===== src/rtl/div_iter.sv =====
// div_iter: iterative radix-2 restoring divider for RV32M DIV/DIVU/REM/REMU
module adder_ks (
  input  logic [31:0] i_a,
  input  logic [31:0] i_b,
  input  logic        i_c,
  output logic [31:0] o_sum,
  output logic        o_carry
);
  logic [31:0] gk, pk;
  // Kogge-Stone prefix tree with the carry-in folded into bit 0's generate
  always_comb begin
    gk = {i_a[31:1] & i_b[31:1], (i_a[0] & i_b[0]) | ((i_a[0] ^ i_b[0]) & i_c)};
    pk = i_a ^ i_b;
    for (int l = 1; l < 32; l = l * 2) begin
      gk = gk | (pk & (gk << l));
      pk = pk & (pk << l);
    end
  end
  assign o_sum   = (i_a ^ i_b) ^ {gk[30:0], i_c};
  assign o_carry = gk[31];
endmodule

module div_iter #(
  parameter int WIDTH = 32
) (
  input  logic             i_clk,
  input  logic             i_reset,
  input  logic             i_flush,
  input  logic             i_valid,
  output logic             o_ready,
  input  logic [1:0]       i_op,
  input  logic [WIDTH-1:0] i_dividend,
  input  logic [WIDTH-1:0] i_divisor,
  output logic             o_valid,
  input  logic             i_ready,
  output logic [WIDTH-1:0] o_result,
  output logic             o_busy
);
  if (WIDTH != 32) begin : g_width
    $error("div_iter: WIDTH must be 32");
  end
  typedef enum logic [1:0] {IDLE, CALC, FIX, DONE} state_t;
  state_t state, state_nxt;
  logic [WIDTH-1:0] quo, rem, dvs, sh, x, abs_a, abs_b, add_a, add_b, sum;
  logic [$clog2(WIDTH)-1:0] cnt;
  logic [1:0] op;
  logic neg_q, neg_r, s_a, s_b, dz, ovf, special, accept, carry, ok, neg;
  assign s_a     = ~i_op[0] & i_dividend[WIDTH-1];
  assign s_b     = ~i_op[0] & i_divisor[WIDTH-1];
  assign abs_a   = s_a ? -i_dividend : i_dividend;
  assign abs_b   = s_b ? -i_divisor : i_divisor;
  assign dz      = i_divisor == '0;
  assign ovf     = ~i_op[0] & (i_dividend == {1'b1, {(WIDTH-1){1'b0}}}) & (&i_divisor);
  assign special = dz | ovf;
  assign accept  = i_valid & o_ready & ~i_flush;
  assign sh      = {rem[WIDTH-2:0], quo[WIDTH-1]};
  assign x       = op[1] ? rem : quo;
  assign neg     = ~op[0] & (op[1] ? neg_r : neg_q);
  assign add_a   = state == FIX ? '0 : sh;
  assign add_b   = ~(state == FIX ? x : dvs);
  assign ok      = rem[WIDTH-1] | carry;
  assign o_ready = state == IDLE;
  assign o_valid = state == DONE;
  assign o_busy  = state != IDLE;
  adder_ks u_add (
    .i_a    (add_a),
    .i_b    (add_b),
    .i_c    (1'b1),
    .o_sum  (sum),
    .o_carry(carry)
  );
  // next-state: flush always returns to IDLE, special cases skip straight to DONE
  always_comb begin
    state_nxt = i_flush ? IDLE
              : state == IDLE ? (accept ? (special ? DONE : CALC) : IDLE)
              : state == CALC ? (cnt == '0 ? FIX : CALC)
              : state == FIX  ? DONE
              : (i_ready ? IDLE : DONE);
  end
  // state register
  always_ff @(posedge i_clk) begin
    state <= i_reset ? IDLE : state_nxt;
  end
  // operand latch, shift-subtract iteration and sign fix-up into o_result
  always_ff @(posedge i_clk) begin
    if (i_reset) begin
      quo      <= '0;
      rem      <= '0;
      dvs      <= '0;
      cnt      <= '0;
      op       <= '0;
      neg_q    <= 1'b0;
      neg_r    <= 1'b0;
      o_result <= '0;
    end else begin
      if (accept) begin
        op    <= i_op;
        quo   <= abs_a;
        rem   <= '0;
        dvs   <= abs_b;
        cnt   <= $bits(cnt)'(WIDTH - 1);
        neg_q <= s_a ^ s_b;
        neg_r <= s_a;
        if (special)
          o_result <= dz ? (i_op[1] ? i_dividend : '1)
                         : (i_op[1] ? '0 : {1'b1, {(WIDTH-1){1'b0}}});
      end
      if (state == CALC) begin
        rem <= ok ? sum : sh;
        quo <= {quo[WIDTH-2:0], ok};
        cnt <= cnt - 1'b1;
      end
      if (state == FIX)
        o_result <= neg ? sum : x;
    end
  end
endmodule


===== config.mk =====
export PLATFORM = sky130hd
export DESIGN_NAME = div_iter
export DESIGN_NICKNAME = d
export VERILOG_FILES = /design/src/rtl/div_iter.sv
export SDC_FILE = /design/constraint.sdc
export NUM_CORES = 1
export LEC_CHECK = 0
export CORE_ASPECT_RATIO = 0.5
export CORE_MARGIN = 5
export CORE_UTILIZATION = 53
export DETAILED_ROUTE_END_ITERATION = 12
export PLACE_DENSITY = 0.78
export RECOVER_POWER = 25
export SLEW_MARGIN = 40
export SYNTH_ARGS = -nofsm -noshare
export SYNTH_HDL_FRONTEND = slang
export SYNTH_SLANG_ARGS = --single-unit

===== constraint.sdc =====
create_clock -name i_clk -period 4.75 [get_ports i_clk]
set_input_delay 1.1875 -clock i_clk [delete_from_list [all_inputs] [get_ports i_clk]]
set_output_delay 1.1875 -clock i_clk [all_outputs]
set_load 0.01 [all_outputs]

== Word-level counts from Yosys, hierarchy flattened ==
Index checks and enable logic that the tools add are counted.
Word-level totals
  memories kept: 0
  flip-flop bits (word level): 139
  ROM bits: 0
  latch bits: 0
  logic and storage cells: 87
  bits in writable memories: 0
  input port bits: 71
Cells by class
  $add $sub $neg: 3
  bitwise logic cells: 34
  multiply operators: 0
  div/mod/pow operators: 0
  reduce and logical (&&, ||, !) cells: 10
  eq/ne operators: 4
  $lt $le $gt $ge: 0
  muxes and demuxes: 27
  shift operators: 0
Operator list (number)
  $mux 32: 17
  $and 32x32->32: 9
  $or 32x32->32: 5
  $neg 32->32: 2
  $xor 32x32->32: 2
  $eq 32x32->1 const B: 1
  $logic_not 32->1: 1
  $not 32->32: 1
  $reduce_and 32->1: 1
  $and 31x31->31: 1
  $mux 2: 7
  $mux 5: 2
  $and 1x1->1: 8
  $reduce_bool 2->1: 4
  $logic_not 5->1: 1
  $sub 5x1->5 const B: 1
  $eq 2x2->1 const B: 2
  $not 1->1: 3
  $or 1x1->1: 3
  $eq 2x1->1 const B: 1
  $logic_not 2->1: 1
  $reduce_and 2->1: 1
  $reduce_or 2->1: 1
  $xor 1x1->1: 2
  $mux 1: 1

== Longest topological paths before layout ==
  word-level depth: 18
  depth in mapped cells: 20
  mapped depth without buffers: 15

== Modules after synthesis ==
A second synthesis with hierarchy kept.
Second synthesis, totals
  cells, all modules: 1440
  area, all modules: 10665.2 sq um
By module, submodules not included
  div_iter: seq. area each 2782.7 sq um, instances 1, area an instance 8983.6 sq um, cells an instance 1215
  adder_ks: seq. area each 0.0 sq um, instances 1, area an instance 1681.6 sq um, cells an instance 225

== Worst setup path before layout ==
No wires, ideal clock.
  path type: reg-to-reg
  start point: register state[1]
  end point: register rem[0]
  data arrival time: 4523 ps
  cell stages (with the launch flop): 21
  clock period less this slack: 4651 ps
  setup slack: 99 ps
  cells stage by stage: dfxtp_1 > clkbuf_1 > nor2b_1 > clkbuf_1 > clkbuf_1 > buf_1 > nor2_1 > a21oi_1 > ha_1 > inv_1 > fa_1 > a21o_1 > a311o_1 > a221oi_2 > o21ai_2 > o2111ai_2 > a31oi_2 > a2111oi_4 > buf_6 > mux2i_1 > o21ai_1
On the way
  cells in the longest elaborated chain, start to end: 18
  elaborated cells between the ends (all ways): 32
Ends and longest elaborated chain
  start, declared: RTL line 43  | state_t state, state_nxt;
  start signal, assigned: RTL line 82  | state <= i_reset ? IDLE : state_nxt;
  $eq 2x2->1: RTL line 59, 60
  $mux 32: RTL line 60  | assign add_b = ~(state == FIX ? x : dvs);
  $not 32->32: RTL line 60
  $and 1x1->1 / $xor 1x1->1 (equally long branches): RTL line 12  | gk = {i_a[31:1] & i_b[31:1], (i_a[0] & i_b[0]) | ((i_a[0] ^ i_b[0]) & i_c)};
  $or 1x1->1: RTL line 12
  $and 32x32->32: RTL line 15  | gk = gk | (pk & (gk << l));
  $or 32x32->32: RTL line 15
  $and 32x32->32: RTL line 15
  [2 not listed]
  $or 32x32->32: RTL line 15
  $and 32x32->32: RTL line 15
  $or 32x32->32: RTL line 15
  $and 32x32->32: RTL line 15
  $or 32x32->32: RTL line 15
  $or 1x1->1: RTL line 61  | assign ok = rem[WIDTH-1] | carry;
  $mux 32: RTL line 109  | rem <= ok ? sum : sh;
  $mux 32: RTL line 108  | if (state == CALC) begin
  end signal, assigned: RTL line 109
  end, declared: RTL line 44  | logic [WIDTH-1:0] quo, rem, dvs, sh, x, abs_a, abs_b, add_a, add_b, sum;
Parallel ways exist; a longest one is shown, timed or not.
A chain may end at the register's enable or synchronous reset.

== Final worst setup path ==
  start point: register op[1]
  end point: register o_result[22]
On the way
  cells in the longest elaborated chain, start to end: 16
  elaborated cells between the ends (all ways): 27
Ends and longest elaborated chain
  start, declared: RTL line 46  | logic [1:0] op;
  start signal, assigned: RTL line 97  | op <= i_op;
  $mux 32: RTL line 57  | assign x = op[1] ? rem : quo;
  $mux 32: RTL line 60
  $not 32->32: RTL line 60
  $xor 32x32->32 (tied with other cells): RTL line 13, 19
  $and 32x32->32 / $or 1x1->1 (equally long branches): RTL line 15, 12
  $or 32x32->32 / $and 32x32->32 (equally long branches): RTL line 15
  $and 32x32->32 / $or 32x32->32 (equally long branches): RTL line 15
  $or 32x32->32: RTL line 15
  $and 32x32->32: RTL line 15
  $or 32x32->32: RTL line 15
  $and 32x32->32 / $or 32x32->32 (equally long branches): RTL line 15
  $or 32x32->32 / $and 32x32->32 (equally long branches): RTL line 15
  $or 32x32->32: RTL line 15
  $xor 32x32->32: RTL line 19  | assign o_sum = (i_a ^ i_b) ^ {gk[30:0], i_c};
  $mux 32 (*): RTL line 114  | o_result <= neg ? sum : x;
  $mux 32 (*): RTL line 113  | if (state == FIX)
  end signal, assigned: RTL line 105  | o_result <= dz ? (i_op[1] ? i_dividend : '1)
  end signal, assigned: RTL line 114
  end, declared: RTL line 36  | output logic [WIDTH-1:0] o_result,
Every way passes the cells marked *; elsewhere a longest branch is shown, timed or not.

==> results.ini <==
[timing]
min_period_ns = 4.50
worst_hold_slack_ns = 0.465
fmax_mhz = 222
fin_setup_tns_ns = 0
setup_viol = 0
tightest_slew_ns = 1.60
finClkSkew_ns = 0.0108
hold_violations = 0
layout_worst_path_cycle_share_pct = 94.7
slew_viol_final = 19
slew_headroom_pct = -6.87
rsz0062_at_grt = no

[hold_path]
min_path_cells = 2
holdPathEnd = neg_r$_SDFFE_PP0P_
hold_start = neg_r$_SDFFE_PP0P_
hp-class = reg2reg

[placement]
dpl.hpwl_um = 26100
gp_congestion = 0.976
portBuffers = 105
postPlaceCellArea_um2 = 11300

[critical_path]
reg2reg_from = op[1]$_SDFFE_PP0P_
worst_path_most_repeated_cell = a211oi_1
critPathCaptureType = flop
worstSetupPathType = reg2reg
slowest_stage = a211oi_1
arrival_ns = 4.78
cp_max_fo = 13
crit_chain = buf_4 -> mux2i_1 -> nand2_1 -> o21ai_0 -> ha_1 -> a21oi_1 -> o22ai_1 -> a211oi_1 -> a21boi_0 -> o31ai_1 -> o31a_1 -> xnor2_1 -> a211oi_1 -> nor3_1
rr_worst_depth = 14
regToRegEndpoint = o_result[22]$_SDFFE_PP0P_
critPathRequiredTime_ns = 5.03
worstSetupStartpointType = flop
r2r_slack_ns = 0.25
cp_slowest_stage_delay_ns = 0.57

[die]
initial_utilization_pct = 54.1
die_w_um = 204
dieArea_um2 = 21800
core-area_um2 = 18400
rows = 35
die_h_um = 107
io_pins = 106

[logic_synthesis]
ys_seq_area_share_pct = 27.9
syn_avg_cell_area_um2 = 7.47
synth-xor-area-share_pct = 7.29
synth_cell_types = 70
synth_compound_area_share_pct = 27.7
syn_inst = 1335
synthMuxAreaShare_pct = 6.63
synth_area_um2 = 9970
synth_nets = 1444
synth_edf_count = 0
synth_top_family_by_area = compound AO/OA/AOI/OAI gates
synthAdderAreaFrac_pct = 4.84
synth-simple-area-share_pct = 20.7
synth.top_cells.by_area = dfxtp_1 (28%), nand2_1 (6.9%), mux2i_1 (6.6%)
synth-async-reset-ratio_pct = 0
yosys.area.top_type = dfxtp_1
synth_top_area_share_pct = 27.9
ys.flop_type = dfxtp_1
yosysWarningCount = 0
synth-seq-cells = 139

[route]
dr.pass1.iters = 6
drt_drc_violations_left = 0
via_count = 10600
viasPerCell = 6.34
wire_per_inst_um = 20.9
drt.antenna.violating_nets = 0
wl_um = 35100
drtIter0Drc = 1379

[pwr]
switching_share_pct = 31.7
p_comb_share_pct = 20.1
vdd_drop_max_mv = 0.283
power.internal_uw = 2290
pwr-share-seq_pct = 37.8
powerDensity_nw_per_um2 = 282
p_sw_uw = 1060
pwr-share-clk_pct = 42.1
p_leak_uw = 0.00462

[grt]
grt_max_degree = 81
grt_use_total_pct = 31.6
globalRouteOverflowTotal = 0
grt_pass1_wl_um = 54400
grt_pass1_vias = 9793
antenna_found_initial = 1

[final_layout]
n_antenna_cell = 0
final_layout_size_suffix_gt1_share_pct = 6.43
multiInputGateArea_um2 = 6720
final_nets = 1512
fill_cells = 1603
fin_area_um2 = 11900
syn2layout_area_growth_pct = 19.2
seq_area_um2 = 2790

[clock_tree]
clock_latency_ns = 0.42
cts_buffer_depth = 2
cts-root-buf = clkbuf_16
cts_hold_buffers = 0
cts_num_sinks = 139
cts_buffers = 17
htreeDepth = 4
cts_tree = yes
cts.clk_slew.worst_paths_ns = 0.07

[outcome]
status = finished with violations
violations = max-capacitance violations, max-slew violations

[flow_run]
maxCapViolations = 1

kinds of logic (layout without fill, tap and decap cells):
group,count (synthesis),in the layout
and+or+nand+nor,451,451
DFF,139,139
AOI/OAI and AO/OA,439,439
buffers and inverters,119,200
muxes,66,66
xor gates and xnor gates,83,83
adders and majority gates,38,38
through the flow:
step	total power (uW)	instances	setup WS [ns]	utilization, %
global placement	1930	1642	0.331	61.1
global route	3460	1675	0.0930	64.5
CTS	3320	1674	0.296	64.4
floorplan	1690	1335	0.0993	-
detailed placement	1940	1642	0.285	61.1
finish	3350	1675	0.251	64.5
final cells by class:
cell class	count	share of cell area, %
multi-input cells	1077	56.6
flip-flops and latches	139	23.4
repair buffers	139	11.2
clock buffers	18	3.70
well taps	259	2.73
clock inverters	14	1.44
inverters	29	0.916
worst max-delay path, delay by kind of cell (launching register included):
kind / cells / cell delay, ns
XOR/XNOR: 1 / 0.13
adder cells (fa/ha/maj): 1 / 0.36
buffers and inverters: 1 / 0.33
multiplexers: 1 / 0.27
AO/OA/AOI/OAI: 8 / 2.58
flip-flops: 1 / 0.50
AND/OR/NAND/NOR: 2 / 0.18
Yosys cell counts, types with 11 or more instances:
master and count:
nor4_1 12, xor2_1 29, a22oi_1 31, buf_1 11, nor3_1 32, nor2_1 119, o21ai_0 79, a21oi_1 121
ha_1 37, o211ai_1 25, nand3_1 14, dfxtp_1 139, nand4_1 14, a21o_1 16, nand2_1 182, mux2i_1 66
a31oi_1 12, xnor2_1 54, inv_1 28, a211oi_1 48, nor2b_1 37, clkbuf_1 68, o21ai_1 43
layer usage:
metal,wire length (um),track usage [%]
met1,14800,43.6
met4,1020,9.70
met2,14400,46.1
met5,0,0
met3,4860,11.4
cells in the final DEF (no fill, tap or decap), types with 14 or more instances in the layout:
cell type        instances
a211oi_1                48
a21o_1                  16
nor3_1                  31
inv_1                   28
mux2i_1                 66
a22oi_1                 31
nand4_1                 14
clkbuf_16               17
nor2b_1                 36
xor2_1                  29
o21ai_0                 79
o211ai_1                25
a21oi_1                121
o21ai_1                 43
dlygate4sd3_1           34
nor2_1                 117
xnor2_1                 54
ha_1                    37
dfxtp_1                137
buf_4                   29
nand2_1                182
clkdlybuf4s50_1         70
nand3_1                 14
power groups by stage:
stage,logic (uW),registers (uW),clock network [uW]
floorplan,431,1260,0
global placement,641,1280,0
detailed placement,651,1290,0
CTS,657,1260,1410
global route,730,1270,1460
finish,675,1270,1410
sequential cells by signal, indices dropped and copies added, names as in the netlist:
signal and cells:
cnt 5, dvs 32, neg_q 1, neg_r 1, o_result 32, op 2
quo 32, rem 32, state 2
worst max path at each step:
stage	end	cells past startpoint	startpoint	slack, ns
2_1_floorplan	rem[0]$_SDFFE_PP0P_	20	state[1]$_SDFF_PP0_	0.1
3_3_place_gp	o_result[28]$_SDFFE_PP0P_	10	i_divisor[10]	0.33
5_1_grt	rem[0]$_SDFFE_PP0P_	15	op[1]$_SDFFE_PP0P_	0.09
3_5_place_dp	o_result[28]$_SDFFE_PP0P_	10	i_divisor[10]	0.28
4_1_cts	rem[6]$_SDFFE_PP0P_	14	state[1]$_SDFF_PP0_	0.30
6_report	o_result[22]$_SDFFE_PP0P_	14	op[1]$_SDFFE_PP0P_	0.25
repair_timing:
item / CTS / global route
endpoints found under the setup margin: 0 / 30
gates resized for setup: 0 / 2
setup buffers: 0 / 0
(Power assumes the default switching activity.)
